[config.mk]
export PLATFORM = sky130hd
export DESIGN_NAME = sync_fifo_pack
export DESIGN_NICKNAME = d
export VERILOG_FILES = /design/src/rtl/sync_fifo_pack.sv
export SDC_FILE = /design/constraint.sdc
export NUM_CORES = 1
export LEC_CHECK = 0
export CORE_ASPECT_RATIO = 1.4
export CORE_UTILIZATION = 45
export DETAILED_ROUTE_END_ITERATION = 10
export GPL_TIMING_DRIVEN = 0
export SYNTH_ARGS = -nofsm -noshare
export SYNTH_HDL_FRONTEND = slang
export SYNTH_SLANG_ARGS = --single-unit
[constraint.sdc]
create_clock -name sys_clk -period 3.6 [get_ports sys_clk]
set_input_delay 0.54 -clock sys_clk [delete_from_list [all_inputs] [get_ports sys_clk]]
set_output_delay 0.54 -clock sys_clk [all_outputs]
set_load 0.01 [all_outputs]
[src/rtl/sync_fifo_pack.sv]
// Single-clock FIFO that packs narrow write words into wide read words.
// Only complete wide words are visible to the reader; a partial word stays internal.
module sync_fifo_pack #(
    parameter int    INPUT_WIDTH  = 8,
    parameter int    OUTPUT_WIDTH = 64,
    parameter int    WR_DEPTH     = 128,
    parameter int    RD_DEPTH     = 16,
    parameter string MODE         = "Standard",
    parameter string DIRECTION    = "LSB"
) (
    input  logic                          sys_clk,
    input  logic                          sys_rst,
    input  logic                          wr_en,
    input  logic [INPUT_WIDTH-1:0]        din,
    input  logic                          rd_en,
    output logic [OUTPUT_WIDTH-1:0]       dout,
    output logic                          valid,
    output logic                          full,
    output logic                          empty,
    output logic                          overflow,
    output logic                          underflow,
    output logic [$clog2(WR_DEPTH):0]     wr_data_count,
    output logic [$clog2(RD_DEPTH):0]     rd_data_count,
    output logic [$clog2(WR_DEPTH):0]     wr_data_space
);

    localparam int RATIO  = OUTPUT_WIDTH / INPUT_WIDTH;
    localparam int LANE_W = (RATIO > 1) ? $clog2(RATIO) : 1;
    localparam int PTR_W  = (RD_DEPTH > 1) ? $clog2(RD_DEPTH) : 1;
    localparam int WC_W   = $clog2(WR_DEPTH) + 1;
    localparam int RC_W   = $clog2(RD_DEPTH) + 1;

    localparam logic [LANE_W-1:0] LAST_LANE = LANE_W'(RATIO - 1);
    localparam logic [WC_W-1:0]   WC_RATIO  = WC_W'(RATIO);
    localparam logic [WC_W-1:0]   WC_FULL   = WC_W'(WR_DEPTH);

    logic [OUTPUT_WIDTH-1:0] r_mem [RD_DEPTH];
    logic [PTR_W-1:0]        r_wrPtr;
    logic [PTR_W-1:0]        r_rdPtr;
    logic [LANE_W-1:0]       r_lane;
    logic [WC_W-1:0]         r_wrCount;
    logic [RC_W-1:0]         r_rdCount;
    logic                    r_full;
    logic                    r_empty;
    logic                    r_overflow;
    logic                    r_underflow;

    logic                    w_wrAccept;
    logic                    w_rdAccept;
    logic                    w_wordDone;
    logic [LANE_W-1:0]       w_laneSel;
    logic [WC_W-1:0]         w_wrCountNext;
    logic [RC_W-1:0]         w_rdCountNext;
    logic [OUTPUT_WIDTH-1:0] w_headWord;

    // Gating looks only at the registered flags, so a same-cycle pop never rescues a push.
    assign w_wrAccept = wr_en & ~r_full;
    assign w_rdAccept = rd_en & ~r_empty;
    assign w_wordDone = w_wrAccept & (r_lane == LAST_LANE);
    assign w_laneSel  = (DIRECTION == "MSB") ? (LAST_LANE - r_lane) : r_lane;
    assign w_headWord = r_mem[r_rdPtr];

    always_comb begin
        w_wrCountNext = r_wrCount;
        w_rdCountNext = r_rdCount;
        if (w_wrAccept) w_wrCountNext = w_wrCountNext + WC_W'(1);
        if (w_rdAccept) w_wrCountNext = w_wrCountNext - WC_RATIO;
        if (w_wordDone) w_rdCountNext = w_rdCountNext + RC_W'(1);
        if (w_rdAccept) w_rdCountNext = w_rdCountNext - RC_W'(1);
    end

    always_ff @(posedge sys_clk) begin
        if (w_wrAccept)
            r_mem[r_wrPtr][w_laneSel*INPUT_WIDTH +: INPUT_WIDTH] <= din;
    end

    always_ff @(posedge sys_clk or posedge sys_rst) begin
        if (sys_rst) begin
            r_wrPtr     <= '0;
            r_rdPtr     <= '0;
            r_lane      <= '0;
            r_wrCount   <= '0;
            r_rdCount   <= '0;
            r_full      <= 1'b0;
            r_empty     <= 1'b1;
            r_overflow  <= 1'b0;
            r_underflow <= 1'b0;
        end else begin
            if (w_wrAccept) begin
                r_lane <= w_wordDone ? '0 : r_lane + LANE_W'(1);
                if (w_wordDone) r_wrPtr <= r_wrPtr + PTR_W'(1);
            end
            if (w_rdAccept) r_rdPtr <= r_rdPtr + PTR_W'(1);
            r_wrCount   <= w_wrCountNext;
            r_rdCount   <= w_rdCountNext;
            r_full      <= (w_wrCountNext == WC_FULL);
            r_empty     <= (w_rdCountNext == '0);
            r_overflow  <= wr_en & r_full;
            r_underflow <= rd_en & r_empty;
        end
    end

    // FWFT exposes the head word combinationally; Standard registers it on each pop.
    if (MODE == "FWFT") begin : g_fwft
        assign valid = ~r_empty;
        assign dout  = r_empty ? '0 : w_headWord;
    end else begin : g_std
        logic [OUTPUT_WIDTH-1:0] r_dout;
        logic                    r_valid;

        always_ff @(posedge sys_clk or posedge sys_rst) begin
            if (sys_rst) begin
                r_dout  <= '0;
                r_valid <= 1'b0;
            end else begin
                r_valid <= w_rdAccept;
                if (w_rdAccept) r_dout <= w_headWord;
            end
        end

        assign valid = r_valid;
        assign dout  = r_dout;
    end

    assign full          = r_full;
    assign empty         = r_empty;
    assign overflow      = r_overflow;
    assign underflow     = r_underflow;
    assign wr_data_count = r_wrCount;
    assign rd_data_count = r_rdCount;
    assign wr_data_space = WC_FULL - r_wrCount;

endmodule

Word level (Yosys, flattened, before mapping)
Memory sizes are Yosys's and may differ from the RTL's. A register that Yosys moved wholly into a read port is not among the register bits. Index checks and enable logic that the tools add are counted.

Bits in read-only memories: 0. Input bits: 12. Flip-flop bits (word level): 29. Latch bits: 0. Output and inout bits: 90. Bits in writable memories: 1024. Logic and storage cells: 40. Memories kept: 1.

Memory list: r_mem (words 16, width 64, rd ports 1, clocked after memory_dff 1, write ports 1, line 37) `logic [OUTPUT_WIDTH-1:0] r_mem [RD_DEPTH];`.

Magnitude comparators: 0. Muxes and demuxes: 7. Bitwise operators: 7. Equality and inequality tests: 2. Add/subtract/negate cells: 9. Shifts and indexed selects: 2. $mul: 0. Divide/modulo/power cells: 0. Reductions and logical operators: 2.

Operators by type and width (number): $mux 64 (1); $shift 8x34->64 const A (1); $shiftx 8x34->64 (1); $neg 6->34 (1); $mux 8 (2); $mux 5 (2); $add 4x1->4 const B (2); $add 8x1->8 const B (1); $eq 8x8->1 const B (1); $sub 8x4->8 const B (1); $sub 8x8->8 const A (1); $add 5x1->5 const B (1); $and 1x1->1 (5); $logic_not 5->1 (1); $sub 5x1->5 const B (1); $add 3x1->3 const B (1); $eq 3x3->1 const B (1); $mux 3 (1); $not 1->1 (2); $reduce_and 2->1 (1); $mux 1 (1).

Longest topological paths before layout
Gate-level depths: netlist of run 1.

Depth after elaboration: 7. Mapped depth: 10. Depth with buffers taken out: 10.

Worst setup path before layout of run 1
Ideal clock, no wire load.

Kind: reg2reg. From: register r_lane[0]. To: memory r_mem[12][0] (enable). Arrival time: 2.276 ns. Path slack: 0.954 ns. Library setup time: 0.370 ns. Required time: 3.230 ns. Period minus slack after synthesis: 2.646 ns. Cell stages (with the launch flop): 10. Path buffers: 2. Cell sequence: dfrtp_1 -> inv_1 -> ha_1 -> ha_1 -> nor2_1 -> and3_1 -> clkbuf_1 -> nand2_1 -> clkbuf_1 -> nor2_1.

Longest elaborated chain between the ends: 3.

RTL lines: start, declared (line 40) `logic [LANE_W-1:0] r_lane;`; start signal, assigned (line 90) `r_lane <= w_wordDone ? '0 : r_lane + LANE_W'(1);`; $neg 6->34 (line 74) `r_mem[r_wrPtr][w_laneSel*INPUT_WIDTH +: INPUT_WIDTH] <= din;`; $shift 8x34->64 (line 74); $mux 64 (not written as such) (line 74); end, declared (line 37).

Every way passes these cells.

Worst setup path in the final report of run 1
From: register r_lane[0]. To: memory r_mem[8][2] (enable).

The elaborated chain is that of the path after synthesis.

==> results of run 1 <==
-- state kept, by name, indices dropped and copies added, names as in the netlist --
name           flops
full               1
r_mem           1024
r_wrPtr            4
overflow           1
dout              64
wr_data_count      8
r_lane             3
empty              1
valid              1
underflow          1
r_rdPtr            4
rd_data_count      5
-- cells in the mapped netlist (all sizes together) (6+ instances only) --
cell,number
edfxtp,1024
mux4,221
nor2,188
dfrtp,92
nand2,73
mux2i,72
o221ai,70
buf,69
o21ai,68
clkbuf,63
a21o,35
a21oi,35
a221oi,29
a22o,29
xnor2,20
and2,18
ha,16
inv,15
nand3,12
nor3,9
nand4,7
xor2,6
-- through the flow --
stage          total power, W  worst slack (ns)
3_5_place_dp           0.0294            -0.156
2_1_floorplan          0.0242             0.641
4_1_cts                0.0405         -0.000779
3_3_place_gp           0.0292             -1.75
5_1_grt                0.0416            -0.179
6_report               0.0402           -0.0877
-- logic make-up (layout without fill, tap and decap cells) --
logic type	after synthesis	after routing	share of synthesized area [%]
multiplexers	295	295	13.1
AND/OR/NAND/NOR	337	337	3.37
XOR/XNOR	28	28	0.626
adder cells (fa/ha/maj)	16	16	0.459
buffers and inverters	148	447	1.60
flip-flops	1117	1117	75.9
other	0	1	0
AO/OA/AOI/OAI	274	274	4.96
-- repair_timing --
| item | in CTS | in global routing |
|---|---|---|
| endpoints found under the setup margin | 5 | 152 |
| endpoints found under the hold margin | 0 | 0 |
| resized for setup | 0 | 6 |
-- per-layer routing --
layer	track usage, %	wire length, µm	up-vias
met5	0	78	-
met4	10.7	4910	14
met3	3.79	7190	234
met2	41.7	60100	850
met1	27.2	40500	11800
li1	-	-	9423
-- critical path, cell delays in order, from the launching register on --
cell	delay, ns
dfrtp_1	0.45
inv_1	0.13
ha_1	0.22
ha_1	0.32
nor2_1	0.24
and3_1	0.20
clkbuf_1	0.23
nand2_1	0.29
clkbuf_1	0.31
nor2_1	0.88
-- worst min-delay path by stage --
stage / depth (start not counted) / slack [ns] / end
5_1_grt: 2 / 0.24 / dout[18]
3_3_place_gp: 1 / 0.46 / dout[47]
6_report: 2 / 0.20 / dout[5]
4_1_cts: 2 / 0.20 / dout[18]
3_5_place_dp: 1 / 0.46 / dout[48]
2_1_floorplan: 2 / 0.52 / dout[29]
-- layout make-up --
| class | instances | share of cell area (%) |
|---|---|---|
| repair buffers | 102 | 2.09 |
| clock buffers | 138 | 5.75 |
| multi-input cells | 950 | 19.8 |
| clock inverters | 59 | 1.24 |
| well taps | 1292 | 3.25 |
| flip-flops and latches | 1117 | 66.5 |
| inverters | 16 | 0.131 |
| diodes | 1 | 0.00503 |
| plain buffers | 132 | 1.28 |
-- report_power, final --
part	internal (W)	total, W	switching (W)
Combinational	0.00507	0.0130	0.00795
Clock	0.00635	0.0112	0.00484
Sequential	0.0156	0.0160	0.000415
-- placed cells by master (no fill, tap or decap), types with 16 or more instances in the layout --
cell type	count
a21o_1	35
a21oi_1	35
a221oi_2	28
a22o_1	29
and2_1	17
buf_1	19
buf_2	31
clkbuf_1	85
clkbuf_16	105
clkdlybuf4s50_1	101
clkinv_2	20
dfrtp_1	92
edfxtp_1	1024
ha_1	16
mux2i_1	72
mux4_2	221
nand2_1	73
nor2_1	181
o21ai_0	40
o21ai_1	28
o221ai_1	70
xnor2_1	20
==> summary.txt, run 1 <==
Timing
  – Achievable frequency: 271 MHz
  – Hold Slack: just over 0.2 ns
  – Pin slew with the least headroom to its limit: 1.30 ns
  – Skew final: about 0.024 ns
  – Minimum clock period: 3.69 ns
  – Final Setup Violations: 39
  – Setup TNS: -1.91 ns
  – Pins Over Slew Limit: 0
  – Worst rel slew slack: between 10% and 20%
  – Unrepaired setup endpoints after global routing: true
  – Final worst path period share: 102%
  – Hold Vio Cnt, Final: 0
  – Fin worst setup slack: -0.0877 ns

Critical path
  – Setup crit end: r_mem[8][2]
  – Worst path arrival time: around 4.0 ns
  – Critical R2R Launch: r_lane[0]
  – Startpoint types: flip-flop
  – Reg2reg setup slack: -0.09 ns
  – CP startpoint: r_lane[0]
  – WP data required: 3.89 ns
  – Worst setup EP type: flip-flop
  – Crit Path Category: flip-flop to flip-flop
  – Critical Path Fanout Max: 10
  – Reg-to-Reg End: r_mem[8][2]
  – Worst reg2reg path depth: 9

Global routing
  – First-pass GRT wire length: 161000 µm
  – Vias in the first global route: 23100
  – GRT Overall Usage: 23.2%
  – Largest net degree at the start of global routing: 69
  – Initial antenna violation count: 9
  – GRT overflow: 0

Synthesis
  – #FFs+latches synth: roughly 1100
  – Gate Count Post-Synth: 2215
  – Top cells by area, synth: edfxtp_1, mux4_2, dfrtp_1, mux2i_1, nor2_1
  – Synth cell types: 53
  – Post-synth EDFFs: 1024
  – Netlist Area Pre-Place: 43600 µm²
  – Yosys top cell by area: edfxtp_1
  – Synth warn: 0
  – Mapped Avg Cell Area: ~20 µm²
  – Post-synthesis sequential area ratio: 75.9%
  – Synth top area share: 70.5%
  – Most used flip-flop cell after synthesis: edfxtp_1
  – Post-synth net total: 2243
  – Async set or reset register ratio after synthesis: 8.33%

Drt
  – Post-DRT Antenna Nets: 0
  – Wirelength per Cell: 29.6 µm
  – Via-to-Cell Ratio: 5.86
  – # DRC: 0
  – Pre-antenna DRT Iters: 6
  – Final wirelength: 113000 µm
  – First DRT Iteration DRCs: 2100
  – Number of vias in the routed layout: 22300

Layout
  – FF/Latch Area: 33100 µm²
  – Area Growth Syn to Fin: 14.1%
  – Post-layout util: between 50% and 60%
  – Cell area after layout: ~50000 µm²
  – Area occupied by multi-input gates: 9840 µm²
  – Share of cells above drive strength 1: 19.3%
  – Filler cells: 7638
  – Nets: 2451
  – Final cell count without fillers: about 3800

Placement
  – Cell Area, Placed: 46300 µm²
  – DP HPWL: 78300 µm
  – Final GP Congestion: ~0.90
  – PortBufs: 101
  – Inst Count DP: between 3000 and 4000

Die
  – Initial Util: 45.5%
  – DIE HEIGHT: 370 µm
  – Std cell rows: 134
  – Die ar.: 98200 µm²
  – Core Area: 95700 µm²
  – Die width: 265 µm
  – I/O pins: 102

Clock tree
  – Setup Buffers After CTS: 0
  – CTS buffer count: 104
  – CTS tree: done
  – Root Buffer: clkbuf_16
  – Max clock buf depth: 3
  – H-tree levels: 3
  – Clk_lat worst skew: 0.69 ns
  – Clk slew on worst S/H paths: 0.07 ns
  – Hold_buf cts: 0
  – Clk sinks: about 1100

Power
  – Leakage: 16.3 nW
  – Max rail drop VDD: 495 µV
  – PwrDens: 809 nW/µm²

Run
  – Max-capacitance violation count: 0

Status
  – Run status: complete, but fails checks
  – Violations in the final reports: negative setup slack

Min path
  – Class of the worst hold path: primary input to asynchronous set/reset pin
No activity file was read; power rests on OpenSTA's default activity.
==> inputs of run 2 (changes only) <==
- SLEW_MARGIN: default -> 20
==> run 2 against run 1 <==
The run still ends with negative setup slack left. Register-to-register slack about the same. Highest routed layer unchanged. Die area unchanged. Core utilization about the same. Critical path type unchanged. Count of clock-buffer cells in the layout increased by 11. Critical endpoint is now r_mem[13][7]. Power decreased by 0.38%. Clock skew increased by 0.016 ns. Cell count increased by 0.11%. Largest cell class unchanged. Non-clock buffer count increased by 1.
==> summary.txt, run 2 (synthesis gave the netlist of run 1 again) <==
Clock tree
  – H-tree levels: 3
  – Max clock buf depth: 3
  – Clk sinks: 1117
  – CTS buffer count: ~100
  – CTS tree: done
  – Setup Buffers After CTS: 0
  – Clk_lat worst skew: slightly above 0.7 ns
  – Root Buffer: clkbuf_16
  – Clk slew on worst S/H paths: 0.06 ns

Min path
  – Class of the worst hold path: primary input to asynchronous set/reset pin

Layout
  – Area Growth Syn to Fin: 14.1%
  – Nets: 2452
  – Area occupied by multi-input gates: just under 10000 µm²
  – Post-layout util: 52.0%
  – Filler cells: 7663
  – Most frequent cells in the layout: edfxtp_1, mux4_2, nor2_1, clkbuf_16, clkdlybuf4s50_1
  – Largest register FFs: 1024
  – Share of cells above drive strength 1: 20.5%
  – Most common cell after layout, fill and taps aside: edfxtp_1
  – FF/Latch Area: around 33000 µm²
  – Final cell count without fillers: 3811
  – Largest Register: r_mem

Timing
  – Worst rel slew slack: 11.9%
  – Skew final: around 0.040 ns
  – Minimum clock period: approximately 3.7 ns
  – Pins Over Slew Limit: 0
  – Unrepaired setup endpoints after global routing: true
  – Hold Vio Cnt, Final: 0
  – Final worst path period share: 103%
  – Final Setup Violations: 38
  – Achievable frequency: about 270 MHz
  – Fin worst setup slack: -0.0915 ns
  – Pin slew with the least headroom to its limit: about 1.3 ns

Critical path
  – Worst path depth: 9
  – Reg2reg setup slack: -0.09 ns
  – Critical path buffers and inverters: 3
  – Crit-path cells: inv_1 -> ha_1 -> ha_1 -> nor2_1 -> and3_1 -> clkbuf_1 -> nand2_1 -> clkbuf_1 -> nor2_1
  – Crit-path slowest cell: nor2_1
  – Crit Path Category: flip-flop to flip-flop
  – Delay-heaviest family, CP: simple AND/OR/NAND/NOR gates
  – Worst path arrival time: 3.99 ns
  – Startpoint types: flip-flop
  – WP data required: 3.89 ns
  – Worst reg2reg path depth: 9
  – Worst setup EP type: flip-flop
  – Slowest stage delay, CP: roughly 0.85 ns
  – Critical Path Fanout Max: 10

Die
  – Core Area: about 96000 µm²
  – Die ar.: between 90000 and 100000 µm²
  – Initial Util: 45.5%
  – DIE HEIGHT: 370 µm
  – I/O pins: 102
  – Std cell rows: 134
  – Die width: 265 µm

Power
  – Combinational Power Share: 32.8%
  – Leakage: about 16 nW
  – Max rail drop VDD: 504 µV
  – NetSw: 0.0133 W
  – PwrDens: 806 nW/µm²
  – Internal power: 0.0268 W
  – Clk network pwr share: 27.3%
  – Register share of total power: 40.0%
  – Switching share of power: between 30 and 40%

Global routing
  – Met2 usage in global routing: 42.4%
  – Initial antenna violation count: 9
  – Met3 Usage GRT: 4.45%
  – GR Layer Usage met1: 26.7%
  – Gr busiest metal: met2
  – Largest net degree at the start of global routing: 65
  – Vias in the first global route: about 23000
  – GRT Overall Usage: 23.3%
  – First-pass GRT wire length: roughly 160000 µm
  – GRT overflow: 0

Drt
  – Via-to-Cell Ratio: about 5.8
  – Post-DRT Antenna Nets: 0
  – Final wirelength: around 110000 µm
  – Number of vias in the routed layout: 22200
  – # DRC: 0
  – First DRT Iteration DRCs: 2013
  – Pre-antenna DRT Iters: 5
  – Wirelength per Cell: 29.7 µm

Placement
  – DP HPWL: 78300 µm
  – PortBufs: 101
  – Inst Count DP: 3609
  – Pre-CTS WS: -0.150 ns
  – Final GP Congestion: 0.899

Status
  – Run status: complete, but fails checks
  – Violations in the final reports: negative setup slack

Run
  – Max-capacitance violation count: 0
==> run 2: worst reg2reg max path: cells and delay by family (launching register included) <==
| family | cells | cell delay (ns) |
|---|---|---|
| simple gates | 4 | 1.57 |
| fa+ha+maj | 2 | 0.55 |
| flops | 1 | 0.47 |
| buf+inv | 3 | 0.70 |
==> run 2: path summary, 6_finish.rpt <==
check	start	end
worst max-delay path	r_lane[0]	r_mem[13][7]
worst min-delay path	sys_rst	dout[21]
worst max register to register	r_lane[0]	r_mem[13][7]
worst min register to register	dout[36]	dout[36]
max in group asynchronous	sys_rst	dout[53]
min in group sys_clk	dout[36]	dout[36]
==> run 2: area by class of cell <==
class	count	area share [%]
Clock buffer	149	5.81
Inverter	16	0.131
Tap cell	1292	3.25
Clock inverter	49	0.951
Sequential cell	1117	66.5
Multi-Input combinational cell	950	20.0
Antenna cell	3	0.0151
Timing Repair Buffer	103	2.10
Buffer	132	1.28
==> run 2: metal layers <==
layer,vias up,part of all wire (%)
li1,9436,-
met1,11800,36
met2,753,54
met3,233,6.0
met4,12,4.2
met5,-,0.061
==> run 2: power by group through the flow <==
stage	Combinational [W]	Clock (W)	Sequential, W
2_1_floorplan	0.00781	0	0.0164
3_3_place_gp	0.0129	0	0.0163
3_5_place_dp	0.0131	0	0.0163
4_1_cts	0.0132	0.0111	0.0161
5_1_grt	0.0138	0.0115	0.0161
6_report	0.0131	0.0109	0.0160
==> run 2: repair_timing <==
item,in CTS,in global routing
setup endpoints to repair,8,140
hold buffers,0,0
gates resized for setup,1,10
hold endpoints to repair,0,0
==> run 2: stage by stage <==
| step | power (W) | hold WS (ns) | setup TNS, ns | cell area (µm²) |
|---|---|---|---|---|
| 5_1_grt | 0.0414 | 0.258 | -9.29 | 49700 |
| 3_5_place_dp | 0.0295 | 0.465 | -6.96 | 46300 |
| 2_1_floorplan | 0.0242 | 0.516 | 0 | 43600 |
| 6_report | 0.0401 | 0.218 | -1.51 | 49800 |
| 4_1_cts | 0.0403 | 0.211 | 0 | 49700 |
| 3_3_place_gp | 0.0292 | 0.462 | -165.52 | 46200 |
